===== src/rtl/piso_serializer_pkg.sv =====
// Shared types and helpers for the parallel-in/serial-out serializer.
// The frame-length helper is also used by verification scoreboards.
package piso_serializer_pkg;

  typedef enum logic {
    IDLE  = 1'b0,
    SHIFT = 1'b1
  } state_t;

  // Bits per frame: data bits plus an optional even-parity bit.
  function automatic int frame_len(input int width, input int parity);
    return width + ((parity != 0) ? 1 : 0);
  endfunction

endpackage


===== src/rtl/piso_serializer.sv =====
// Serializes WIDTH-bit words one bit per clock with an optional trailing
// even-parity bit; back-to-back words stream with no idle gap.
module piso_serializer
  import piso_serializer_pkg::*;
#(
  parameter int WIDTH     = 4,
  parameter int MSB_FIRST = 1,
  parameter int PARITY    = 0
) (
  input  logic             clk,
  input  logic             reset,
  input  logic [WIDTH-1:0] data_i,
  input  logic             valid_i,
  output logic             ready_o,
  output logic             x_o,
  output logic             x_valid_o,
  output logic             first_o,
  output logic             last_o,
  output logic             busy_o
);

  localparam int L  = frame_len(WIDTH, PARITY);
  localparam int CW = (L > 1) ? $clog2(L) : 1;

  state_t           state, state_nxt;
  logic [CW-1:0]    count;
  logic [WIDTH-1:0] shreg;
  logic             par;
  logic             accept;
  logic             is_par;

  always_ff @(posedge clk) begin
    if (reset) state <= IDLE;
    else       state <= state_nxt;
  end

  // Handshake and frame markers come from registered state only.
  always_comb begin
    state_nxt = state;
    x_valid_o = (state == SHIFT);
    last_o    = x_valid_o && (count == CW'(L - 1));
    first_o   = x_valid_o && (count == '0);
    ready_o   = (state == IDLE) || last_o;
    busy_o    = x_valid_o;
    accept    = valid_i && ready_o;
    is_par    = (PARITY != 0) && (count == CW'(WIDTH));
    x_o       = 1'b0;
    if (x_valid_o) begin
      if (is_par)              x_o = par;
      else if (MSB_FIRST != 0) x_o = shreg[WIDTH-1];
      else                     x_o = shreg[0];
    end
    case (state)
      IDLE:  if (accept) state_nxt = SHIFT;
      SHIFT: if (last_o) state_nxt = accept ? SHIFT : IDLE;
      default: state_nxt = IDLE;
    endcase
  end

  // Outgoing bit always sits at the emitting end of the buffer.
  always_ff @(posedge clk) begin
    if (reset) begin
      count <= '0;
      shreg <= '0;
      par   <= 1'b0;
    end else if (accept) begin
      count <= '0;
      shreg <= data_i;
      par   <= ^data_i;
    end else if (state == SHIFT) begin
      count <= last_o ? '0 : count + CW'(1);
      if (MSB_FIRST != 0) shreg <= {shreg[WIDTH-2:0], 1'b0};
      else                shreg <= {1'b0, shreg[WIDTH-1:1]};
    end
  end

endmodule


===== config.mk =====
export PLATFORM = sky130hd
export DESIGN_NAME = piso_serializer
export DESIGN_NICKNAME = d
export VERILOG_FILES = /design/src/rtl/piso_serializer_pkg.sv /design/src/rtl/piso_serializer.sv
export SDC_FILE = /design/constraint.sdc
export NUM_CORES = 1
export LEC_CHECK = 0
export BUFFER_PORTS_ARGS = -buffer_cell sky130_fd_sc_hd__buf_2
export CAP_MARGIN = 25
export CORE_AREA = 2 2 39 41
export DETAILED_ROUTE_END_ITERATION = 10
export DIE_AREA = 0 0 41 43
export HOLD_SLACK_MARGIN = 0.12
export PLACE_DENSITY = 0.53
export SLEW_MARGIN = 15
export SYNTH_ARGS = -nofsm -noshare
export SYNTH_HDL_FRONTEND = slang
export SYNTH_SLANG_ARGS = --single-unit

===== constraint.sdc =====
create_clock -name clk -period 2.4 [get_ports clk]
set_clock_uncertainty 0.05 [all_clocks]
set_input_delay 0.48 -clock clk [delete_from_list [all_inputs] [get_ports clk]]
set_output_delay 0.48 -clock clk [all_outputs]
set_load 0.005 [all_outputs]

==> results.sh, run 1 <==
export IMPL_pin_count=13
export IMPL_clk_insertion_delay_late_ns=0.25
export IMPL_reg2reg_depth=4
export IMPL_number_of_i_o_port_buffers=12
export IMPL_synth_ff_latch_count=7
export IMPL_netlist_cell_type_count=17
export IMPL_setup_violations_final=0
export IMPL_clock_tree_htree_level_count=1
export IMPL_postSynthCellCount=49
export IMPL_start_util_pct=29.3
export IMPL_synthesis_yosys_warnings=0
export IMPL_drt_initial_drc_count=5
export IMPL_number_of_buffers_created_by_cts=3
export IMPL_power_leakage_nw=0.224
export IMPL_chipWidth_um=41
export IMPL_clockRootBuffer="clkbuf_4"
export IMPL_std_cell_rows=14
export IMPL_first_pass_grt_wire_length_um=1270
export IMPL_drt_drc_violations_left=0
export IMPL_vias_in_the_first_global_route=289
export IMPL_ctsHoldBuffers=0
export IMPL_synthToLayoutAreaGrowth_pct=16.7
export IMPL_worst_slew_margin_rel_pct=71.0
export IMPL_setup_tns_final_ns=0
export IMPL_insertedDiodeCount=0
export IMPL_drt_wirelength_per_cell_um=10.4
export IMPL_period_share_pct=72.1
export IMPL_drive_gt1_share_pct=24.6
export IMPL_crit_path_start_kind="register"
export IMPL_final_core_utilization_pct=34.2
export IMPL_worst_path_max_fanout=7
export IMPL_netlist_top_cells_area="dfxtp_1 35%, o221a_1 8.3%, a31oi_1 7.7%"
export IMPL_cts_tree="yes"
export IMPL_tritoncts_num_sinks=7
export IMPL_netlist_area_leader_share_pct=34.6
export IMPL_grt_max_degree=16
export IMPL_cts_repair_resized=0
export IMPL_mappedNetlistNets=58
export IMPL_hpwlAfterDp_um=593
export IMPL_cts_setup_buffers=0
export IMPL_critPathCaptureType="primary output"
export IMPL_worst_setup_path_type="register to primary output"
export IMPL_initial_antenna_violation_count=0
export IMPL_power_per_cell_area_mw_per_mm2=591
export IMPL_avgViaCountPerCell=4.73
export IMPL_routed_wl_um=802
export IMPL_avgSynthCellArea_um2=8.27
export IMPL_die_area_mm2=0.00176
export IMPL_grt_setup_unrepaired="no"
export IMPL_final_hold_vios=0
export IMPL_numnets_final=71
export IMPL_worst_setup_hold_path_clk_slew_ns=0.06
export IMPL_globalRouteTotalUtil_pct=10.9
export IMPL_routabilityCongestion=0.715
export IMPL_clock_fmax_mhz=578
export IMPL_mappedNetlistArea_um2=405
export IMPL_global_route_overflow_total=0
export IMPL_die_h_um=43
export IMPL_detailedRoute_firstPassIterationCount=4
export IMPL_drv_cap=0
export IMPL_critical_path_arrival_ns=1.20
export IMPL_synth_largest_area_cell="dfxtp_1"
export IMPL_maxSlewViolCount=0
export IMPL_cp_data_required_time_ns=1.87
export IMPL_timing_worst_slew_pin_value_ns=0.434
export IMPL_irDropWorstVdd_mv=0.398
export IMPL_seq_total_area_yosys_pct=34.6
export IMPL_floorplan_core_area_mm2=0.00138
export IMPL_status="finished clean"
export IMPL_drt_antenna_violating_nets=0
export IMPL_clock_tree_buffer_depth=2
export IMPL_min_delay_path_class="primary input to register"
export IMPL_via_count=364
export IMPL_final_min_clock_period_ns=1.73
export IMPL_hold_path_depth=2
Yosys cell counts:
master	instances
buf_2	1
buf_8	1
nor3b_1	2
dfxtp_1	7
ha_1	2
buf_4	1
a21oi_1	4
o221a_1	3
buf_6	1
a31oi_1	5
inv_1	7
mux2i_1	1
and2_1	3
o21a_1	1
nand3_1	1
nand2_1	3
nor2_1	6
cell type report:
class	instances	area (um^2)
Clock buffer	4	26.3
Fill cell	155	911
Inverter	7	26.3
Multi-Input combinational cell	31	200
Tap cell	16	20.0
Sequential cell	7	140
Timing Repair Buffer	12	60.1
per-stage QoR:
stage / hold WS [ns] / cell area (um^2) / worst slack, ns / power [mW] / std cells
floorplan: 0.453 / 405 / 1.15 / 0.166 / 49
global placement: 0.468 / 447 / 0.941 / 0.176 / 73
detailed placement: 0.480 / 447 / 0.946 / 0.176 / 73
CTS: 0.441 / 473 / 0.647 / 0.286 / 77
global route: 0.443 / 473 / 0.565 / 0.306 / 77
finish: 0.447 / 473 / 0.670 / 0.280 / 77
registers in the layout, indices dropped and copies added (netlist names):
register / cells
busy_o: 1
count: 2
shreg: 4
routing by layer:
layer	wire, um	share of wire (%)	vias up	GRT usage (%)
met5	0	0	-	0
met4	0	0	0	2.00
met3	69	8.6	0	7.85
met2	365	46	12	14.7
met1	367	46	161	14.0
li1	-	-	191	-
final timing paths:
kind | from | to | slack, ns
setup / recovery | count[1] | ready_o | 0.67
hold / removal | reset | count[1] | 0.45
setup reg to reg | count[1] | shreg[3] | 1.15
hold reg to reg | shreg[0] | shreg[1] | 0.48
critical path, cell delays in order (launching register included):
cell	delay [ns]
dfxtp_1	0.36
ha_1	0.30
inv_1	0.09
nand2_1	0.09
buf_2	0.12
cell families (layout without fill, tap and decap cells):
logic type	count (synthesis)	in the layout	synth area share (%)
AND/OR/NAND/NOR	15	15	17.9
buffers and inverters	11	23	16.0
flip-flops	7	7	34.6
multiplexers	1	1	2.47
adder cells (fa/ha/maj)	2	2	6.17
AO/OA/AOI/OAI	13	13	22.8
cells in the final DEF, fill, tap and decap left out:
| cell type | instances |
|---|---|
| ha_1 | 2 |
| o21a_1 | 1 |
| o221a_1 | 3 |
| nor2_1 | 6 |
| clkbuf_1 | 1 |
| nand3_1 | 1 |
| and2_1 | 3 |
| nor3b_1 | 2 |
| a21oi_1 | 4 |
| inv_1 | 7 |
| buf_2 | 12 |
| nand2_1 | 3 |
| mux2i_1 | 1 |
| dfxtp_1 | 7 |
| clkbuf_4 | 3 |
| a31oi_1 | 5 |
power breakdown:
part	switching (mW)	internal, mW	leakage, nW
sequential	0.00816	0.125	0.0579
clock	0.0428	0.0634	0.0150
combinational	0.0200	0.0205	0.152
total	0.0709	0.209	0.224
No activity file was read; power rests on OpenSTA's default activity.
==> run 2, diff against run 1 <==
--- a/config.mk
+++ b/config.mk
@@ -5,13 +5,14 @@
 export SDC_FILE = /design/constraint.sdc
 export NUM_CORES = 1
 export LEC_CHECK = 0
+export ABC_AREA = 1
 export BUFFER_PORTS_ARGS = -buffer_cell sky130_fd_sc_hd__buf_2
 export CAP_MARGIN = 25
 export CORE_AREA = 2 2 39 41
 export DETAILED_ROUTE_END_ITERATION = 10
 export DIE_AREA = 0 0 41 43
 export HOLD_SLACK_MARGIN = 0.12
-export PLACE_DENSITY = 0.53
+export PLACE_DENSITY = 0.54
 export SLEW_MARGIN = 15
 export SYNTH_ARGS = -nofsm -noshare
 export SYNTH_HDL_FRONTEND = slang
==> constraint.sdc (replaced) <==
create_clock -name clk -period 1.4 [get_ports clk]
set_clock_uncertainty 0.05 [all_clocks]
set_input_delay 0.28 -clock clk [delete_from_list [all_inputs] [get_ports clk]]
set_output_delay 0.28 -clock clk [all_outputs]
set_load 0.005 [all_outputs]
==> run 2 against run 1 <==
  * Sequential power is 63% higher
  * Routed wire length is 12% lower
  * Clock-buffer cell count stayed put
  * Synthesized cell count is 20% higher
  * First-iteration DRC count is 20% lower
  * Global-route usage is 0.91 points lower
  * Area after synthesis is 3.7% lower
  * Combinational power is 97% higher
  * Final area is 6.6% higher
==> results.sh, run 2 <==
export IMPL_mostFrequentLayoutCell="nand2_1"
export IMPL_first_pass_grt_wire_length_um=1180
export IMPL_regMostFlops="shreg"
export IMPL_start_util_pct=28.2
export IMPL_setup_violations_final=0
export IMPL_drt_initial_drc_count=4
export IMPL_global_route_overflow_total=0
export IMPL_ctsHoldBuffers=0
export IMPL_most_frequent_cells_in_the_layout="17 x nand2_1, 12 x buf_2, 8 x nor2_1, 7 x inv_1, 5 x dfxtp_1"
export IMPL_detailedRoute_firstPassIterationCount=3
export IMPL_netlist_area_leader_share_pct=35.9
export IMPL_power_sequential_fraction_pct=45.2
export IMPL_cp_data_required_time_ns=1.07
export IMPL_numnets_final=85
export IMPL_drt_wirelength_per_cell_um=7.79
export IMPL_clock_tree_htree_level_count=1
export IMPL_fin_worst_hold_slack_ns=0.206
export IMPL_worst_slew_margin_rel_pct=88.0
export IMPL_p_int_mw=0.355
export IMPL_ys_top_cells_by_count="17 x nand2_1, 9 x inv_1, 8 x nor2_1"
export IMPL_status="finished clean"
export IMPL_critPathCaptureType="primary output"
export IMPL_avgSynthCellArea_um2=6.62
export IMPL_initial_antenna_violation_count=0
export IMPL_crit_path_start_kind="register"
export IMPL_clock_fmax_mhz=742
export IMPL_async_reset_ff_share_pct=0
export IMPL_synthMostInstantiatedCell="nand2_1"
export IMPL_power_per_cell_area_mw_per_mm2=954
export IMPL_irDropWorstVdd_mv=0.600
export IMPL_final_min_clock_period_ns=1.35
export IMPL_pin_count=13
export IMPL_cts_tree="yes"
export IMPL_number_of_buffers_created_by_cts=3
export IMPL_hpwlAfterDp_um=562
export IMPL_tritoncts_num_sinks=7
export IMPL_ys_flop_type="dfxtp_1"
export IMPL_final_hold_vios=0
export IMPL_worstPathBufferInverterCount=2
export IMPL_share_clk_of_total_power_pct=38.2
export IMPL_power_leakage_nw=0.269
export IMPL_drt_antenna_violating_nets=0
export IMPL_insertedDiodeCount=0
export IMPL_sequence_of_cells_on_the_critical_path="ha_2 -> inv_2 -> nand2_4 -> buf_2"
export IMPL_grt_setup_unrepaired="yes"
export IMPL_via_count=379
export IMPL_net_switching_power_mw=0.126
export IMPL_seq_total_area_yosys_pct=35.9
export IMPL_worst_setup_hold_path_clk_slew_ns=0.05
export IMPL_std_cell_rows=14
export IMPL_period_share_pct=96.2
export IMPL_min_delay_path_class="primary input to register"
export IMPL_multi_input_area_um2=203
export IMPL_synthToLayoutAreaGrowth_pct=29.2
export IMPL_die_area_mm2=0.00176
export IMPL_num_fill_cells=154
export IMPL_maxSlewViolCount=0
export IMPL_synth_enable_flop_cells=0
export IMPL_pre_cts_ws_ns=0.212
export IMPL_timing_worst_slew_pin_value_ns=0.181
export IMPL_die_h_um=43
export IMPL_worst_setup_path_type="register to primary output"
export IMPL_layout_area_seq_um2=143
export IMPL_grt_max_degree=13
export IMPL_routabilityCongestion=0.756
export IMPL_synthesis_yosys_warnings=0
export IMPL_clock_tree_buffer_depth=2
export IMPL_drv_cap=0
export IMPL_synth_ff_latch_count=7
export IMPL_drt_drc_violations_left=0
export IMPL_routed_wl_um=709
export IMPL_critical_path_arrival_ns=1.02
export IMPL_clockRootBuffer="clkbuf_4"
export IMPL_avgViaCountPerCell=4.16
export IMPL_finalPower_mw=0.481
export IMPL_vias_in_the_first_global_route=308
export IMPL_clk_insertion_delay_late_ns=0.25
export IMPL_largest_reg_flops=4
export IMPL_mappedNetlistArea_um2=390
export IMPL_critical_path_top_delay_family="flip-flops"
export IMPL_globalRouteTotalUtil_pct=9.97
export IMPL_fin_ws_ns=0.0529
export IMPL_combPwrFrac_pct=16.7
export IMPL_floorplan_core_area_mm2=0.00138
export IMPL_netlist_cell_type_count=15
export IMPL_chipWidth_um=41
export IMPL_netlist_top_cells_area="dfxtp_1 36%, nand2_1 16%, inv_1 8.7%"
export IMPL_max_stage_delay_ns=0.33
export IMPL_p_sw_share_pct=26.2
export IMPL_critical_path_slowest_cell="dfxtp_2"
export IMPL_postSynthCellCount=59
export IMPL_synth_largest_area_cell="dfxtp_1"
export IMPL_worst_path_max_fanout=5
export IMPL_mappedNetlistNets=68
export IMPL_number_of_i_o_port_buffers=12
export IMPL_drive_gt1_share_pct=37.3
[run 2: changes by cell type after synthesis, moves of 3 or more]
cell | before | now
a31oi_1 | 5 | 0
and2_1 | 3 | 0
nand2_1 | 3 | 17
o221a_1 | 3 | 0
[run 2: layer usage]
layer | GRT usage [%] | wire length (um) | vias to the layer above
met4 | 2.00 | 0 | 0
met1 | 13.0 | 351 | 153
met5 | 0 | 0 | -
met3 | 7.85 | 53 | 0
met2 | 12.8 | 304 | 12
li1 | - | - | 214
[run 2: layout make-up]
cell class                 instances  area share [%]
inverter                          10            7.44
multi-input combinational         40            40.2
sequential                         7            28.3
timing repair buffer              14            14.9
tap                               16            3.97
clock buffer                       4            5.21
[run 2: cells by family after synthesis]
family                   synth area share, %
AO/OA/AOI/OAI                           8.65
flip-flops                              35.9
buffers and inverters                   13.5
adder cells (fa/ha/maj)                 6.41
AND/OR/NAND/NOR                         35.6
[run 2: stage by stage]
| step | instances | util (%) | TNS [ns] | instance area, um^2 |
|---|---|---|---|---|
| 6_report | 91 | 36.4 | 0 | 504 |
| 5_1_grt | 91 | 36.4 | -0.00238 | 504 |
| 4_1_cts | 91 | 35.9 | 0 | 497 |
| 3_5_place_dp | 86 | 33.5 | 0 | 463 |
| 3_3_place_gp | 86 | 33.5 | 0 | 463 |
| 2_1_floorplan | 59 | - | 0 | 390 |
[run 2: what timing repair did]
action | 4_1_cts | 5_1_grt
buffers inserted | 1 | 0
endpoints found under the setup margin | 1 | 3
gates resized for setup | 1 | 5
[run 2: worst paths after layout]
kind | start | to | slack (ns) | cells after the start
setup / recovery | count[0] | ready_o | 0.05 | 4
hold / removal | reset | shreg[3] | 0.21 | 2
setup reg to reg | count[0] | shreg[2] | 0.18 | 7
hold reg to reg | shreg[0] | shreg[0] | 0.42 | 2
[run 2: power groups by stage]
stage / registers (mW) / clock network, mW / logic, mW
finish: 0.217 / 0.183 / 0.0801
global route: 0.218 / 0.209 / 0.0929
CTS: 0.216 / 0.194 / 0.0806
detailed placement: 0.221 / 0 / 0.0800
global placement: 0.221 / 0 / 0.0805
floorplan: 0.221 / 0 / 0.0536
==> run 3, diff against run 2 <==
--- a/config.mk
+++ b/config.mk
@@ -12,7 +12,7 @@
 export DETAILED_ROUTE_END_ITERATION = 10
 export DIE_AREA = 0 0 41 43
 export HOLD_SLACK_MARGIN = 0.12
-export PLACE_DENSITY = 0.54
+export PLACE_DENSITY = 0.52
 export SLEW_MARGIN = 15
 export SYNTH_ARGS = -nofsm -noshare
 export SYNTH_HDL_FRONTEND = slang
==> constraint.sdc (replaced) <==
create_clock -name clk -period 1.6 [get_ports clk]
set_clock_uncertainty 0.05 [all_clocks]
set_input_delay 0.32 -clock clk [delete_from_list [all_inputs] [get_ports clk]]
set_output_delay 0.32 -clock clk [all_outputs]
set_load 0.005 [all_outputs]
==> run 3 against run 2 <==
  * Setup slack better by 0.041 ns
  * Highest routed layer unchanged
  * Sequential share of layout area up 0.99 points
  * Flip-flop and latch count unchanged
  * First-iteration DRC count up 25%
  * Die area unchanged
  * Register-to-register slack better by 0.23 ns
  * Global-route usage up 0.59 points
  * Total power down 13%
  * Largest cell class unchanged
  * Sequential power down 9.7%
  * Via count down 4.7%
  * Cell count down 2.2%
==> results.sh, run 3 (synthesized netlist as in run 2, its figures left out) <==
export IMPL_period_share_pct=94.1
export IMPL_worst_slew_margin_rel_pct=83.8
export IMPL_timing_rr_start="count[0]"
export IMPL_mostFrequentLayoutCell="nand2_1"
export IMPL_std_cell_rows=14
export IMPL_final_hold_vios=0
export IMPL_most_frequent_cells_in_the_layout="17 x nand2_1, 12 x buf_2, 9 x inv_1, 8 x nor2_1, 6 x dfxtp_1"
export IMPL_maxSlewViolCount=0
export IMPL_setup_reg_to_reg_worst_slack_ns=0.41
export IMPL_critical_path_arrival_ns=1.14
export IMPL_avgViaCountPerCell=4.06
export IMPL_floorplan_core_area_mm2=0.00138
export IMPL_hold_start="reset"
export IMPL_hold_path_depth=2
export IMPL_die_h_um=43
export IMPL_irDropWorstVdd_mv=0.357
export IMPL_num_fill_cells=159
export IMPL_drive_gt1_share_pct=28.8
export IMPL_cts_tree="yes"
export IMPL_synthToLayoutAreaGrowth_pct=23.7
export IMPL_ctsHoldBuffers=0
export IMPL_insertedDiodeCount=0
export IMPL_fin_worst_hold_slack_ns=0.243
export IMPL_min_to="busy_o"
export IMPL_worst_setup_path_type="register to primary output"
export IMPL_start_util_pct=28.2
export IMPL_tritoncts_num_sinks=7
export IMPL_post_layout_nonfiller_instances=89
export IMPL_min_delay_path_class="primary input to register"
export IMPL_clock_fmax_mhz=664
export IMPL_postPlaceCellArea_um2=455
export IMPL_global_route_overflow_total=0
export IMPL_worstReg2RegEnd="shreg[1]"
export IMPL_clk_insertion_delay_late_ns=0.25
export IMPL_grt_setup_unrepaired="no"
export IMPL_final_min_clock_period_ns=1.51
export IMPL_drt_wirelength_per_cell_um=8.33
export IMPL_clockRootBuffer="clkbuf_4"
export IMPL_regMostFlops="shreg"
export IMPL_chipWidth_um=41
export IMPL_power_leakage_nw=0.263
export IMPL_final_core_utilization_pct=34.9
export IMPL_number_of_buffers_created_by_cts=3
export IMPL_pin_count=13
export IMPL_drt_drc_violations_left=0
export IMPL_placedCellCount=85
export IMPL_drt_antenna_violating_nets=0
export IMPL_clock_tree_buffer_depth=2
export IMPL_globalRouteTotalUtil_pct=10.6
export IMPL_cp_data_required_time_ns=1.23
export IMPL_timing_worst_slew_pin_value_ns=0.244
export IMPL_critical_path_slowest_cell="dfxtp_1"
export IMPL_detailedRoute_firstPassIterationCount=4
export IMPL_grt_max_degree=13
export IMPL_max_stage_delay_ns=0.32
export IMPL_worst_path_max_fanout=5
export IMPL_die_area_mm2=0.00176
export IMPL_setup_violations_final=0
export IMPL_drv_cap=0
export IMPL_clock_tree_htree_level_count=1
export IMPL_worstPathBufferInverterCount=2
export IMPL_largest_reg_flops=4
export IMPL_critPathCaptureType="primary output"
export IMPL_via_count=361
export IMPL_drt_initial_drc_count=5
export IMPL_sequence_of_cells_on_the_critical_path="ha_1 -> inv_1 -> nand2_4 -> buf_2"
export IMPL_routabilityCongestion=0.718
export IMPL_multi_input_area_um2=198
export IMPL_vias_in_the_first_global_route=302
export IMPL_reg2reg_depth=7
export IMPL_status="finished clean"
export IMPL_numnets_final=83
export IMPL_critical_path_top_delay_family="flip-flops"
export IMPL_worst_setup_hold_path_clk_slew_ns=0.05
export IMPL_hpwlAfterDp_um=577
export IMPL_final_area_um2=483
export IMPL_first_pass_grt_wire_length_um=1210
export IMPL_power_per_cell_area_mw_per_mm2=868
export IMPL_number_of_i_o_port_buffers=12
export IMPL_layout_area_seq_um2=141
export IMPL_crit_path_start_kind="register"
export IMPL_setup_tns_final_ns=0
export IMPL_initial_antenna_violation_count=0
export IMPL_routed_wl_um=741
## run 3: timing repair
item | CTS | global route
setup endpoints to repair | 0 | 2
resized for setup | 0 | 1
setup buffers | 0 | 0
## run 3: how the worst max path moves through the flow
| stage | from | cells past startpoint | slack [ns] | end |
|---|---|---|---|---|
| 6_report | count[0] | 4 | 0.09 | ready_o |
| 5_1_grt | count[0] | 4 | 0.03 | ready_o |
| 4_1_cts | count[0] | 4 | 0.07 | ready_o |
| 3_5_place_dp | count[0] | 4 | 0.36 | ready_o |
| 3_3_place_gp | busy_o | 6 | 0.38 | shreg[2] |
| 2_1_floorplan | count[0] | 7 | 0.50 | shreg[1] |
## run 3: per-stage QoR
step | setup slack, ns | total power [mW]
after floorplan | 0.499 | 0.240
after global placement | 0.381 | 0.261
after detailed placement | 0.357 | 0.261
after CTS | 0.0688 | 0.430
after global routing | 0.0300 | 0.452
final | 0.0936 | 0.419
## run 3: report_power, final
| part | switching, mW | total, mW | internal, mW |
|---|---|---|---|
| sequential | 0.0111 | 0.196 | 0.185 |
| clock | 0.0671 | 0.162 | 0.0953 |
| combinational | 0.0333 | 0.0605 | 0.0272 |
## run 3: layout make-up
class                           count  share of cell area (%)
Clock buffer                        4                    5.44
Inverter                           10                    7.77
Multi-Input combinational cell     40                    40.9
Sequential cell                     7                    29.3
Tap cell                           16                    4.15
Timing Repair Buffer               12                    12.4
## run 3: routing by layer
layer | vias to the layer above | track usage (%) | wire [um]
li1 | 205 | - | -
met1 | 146 | 14.9 | 366
met2 | 10 | 11.9 | 310
met3 | 0 | 9.42 | 65
met4 | 0 | 2.00 | 0
met5 | - | 0 | 0
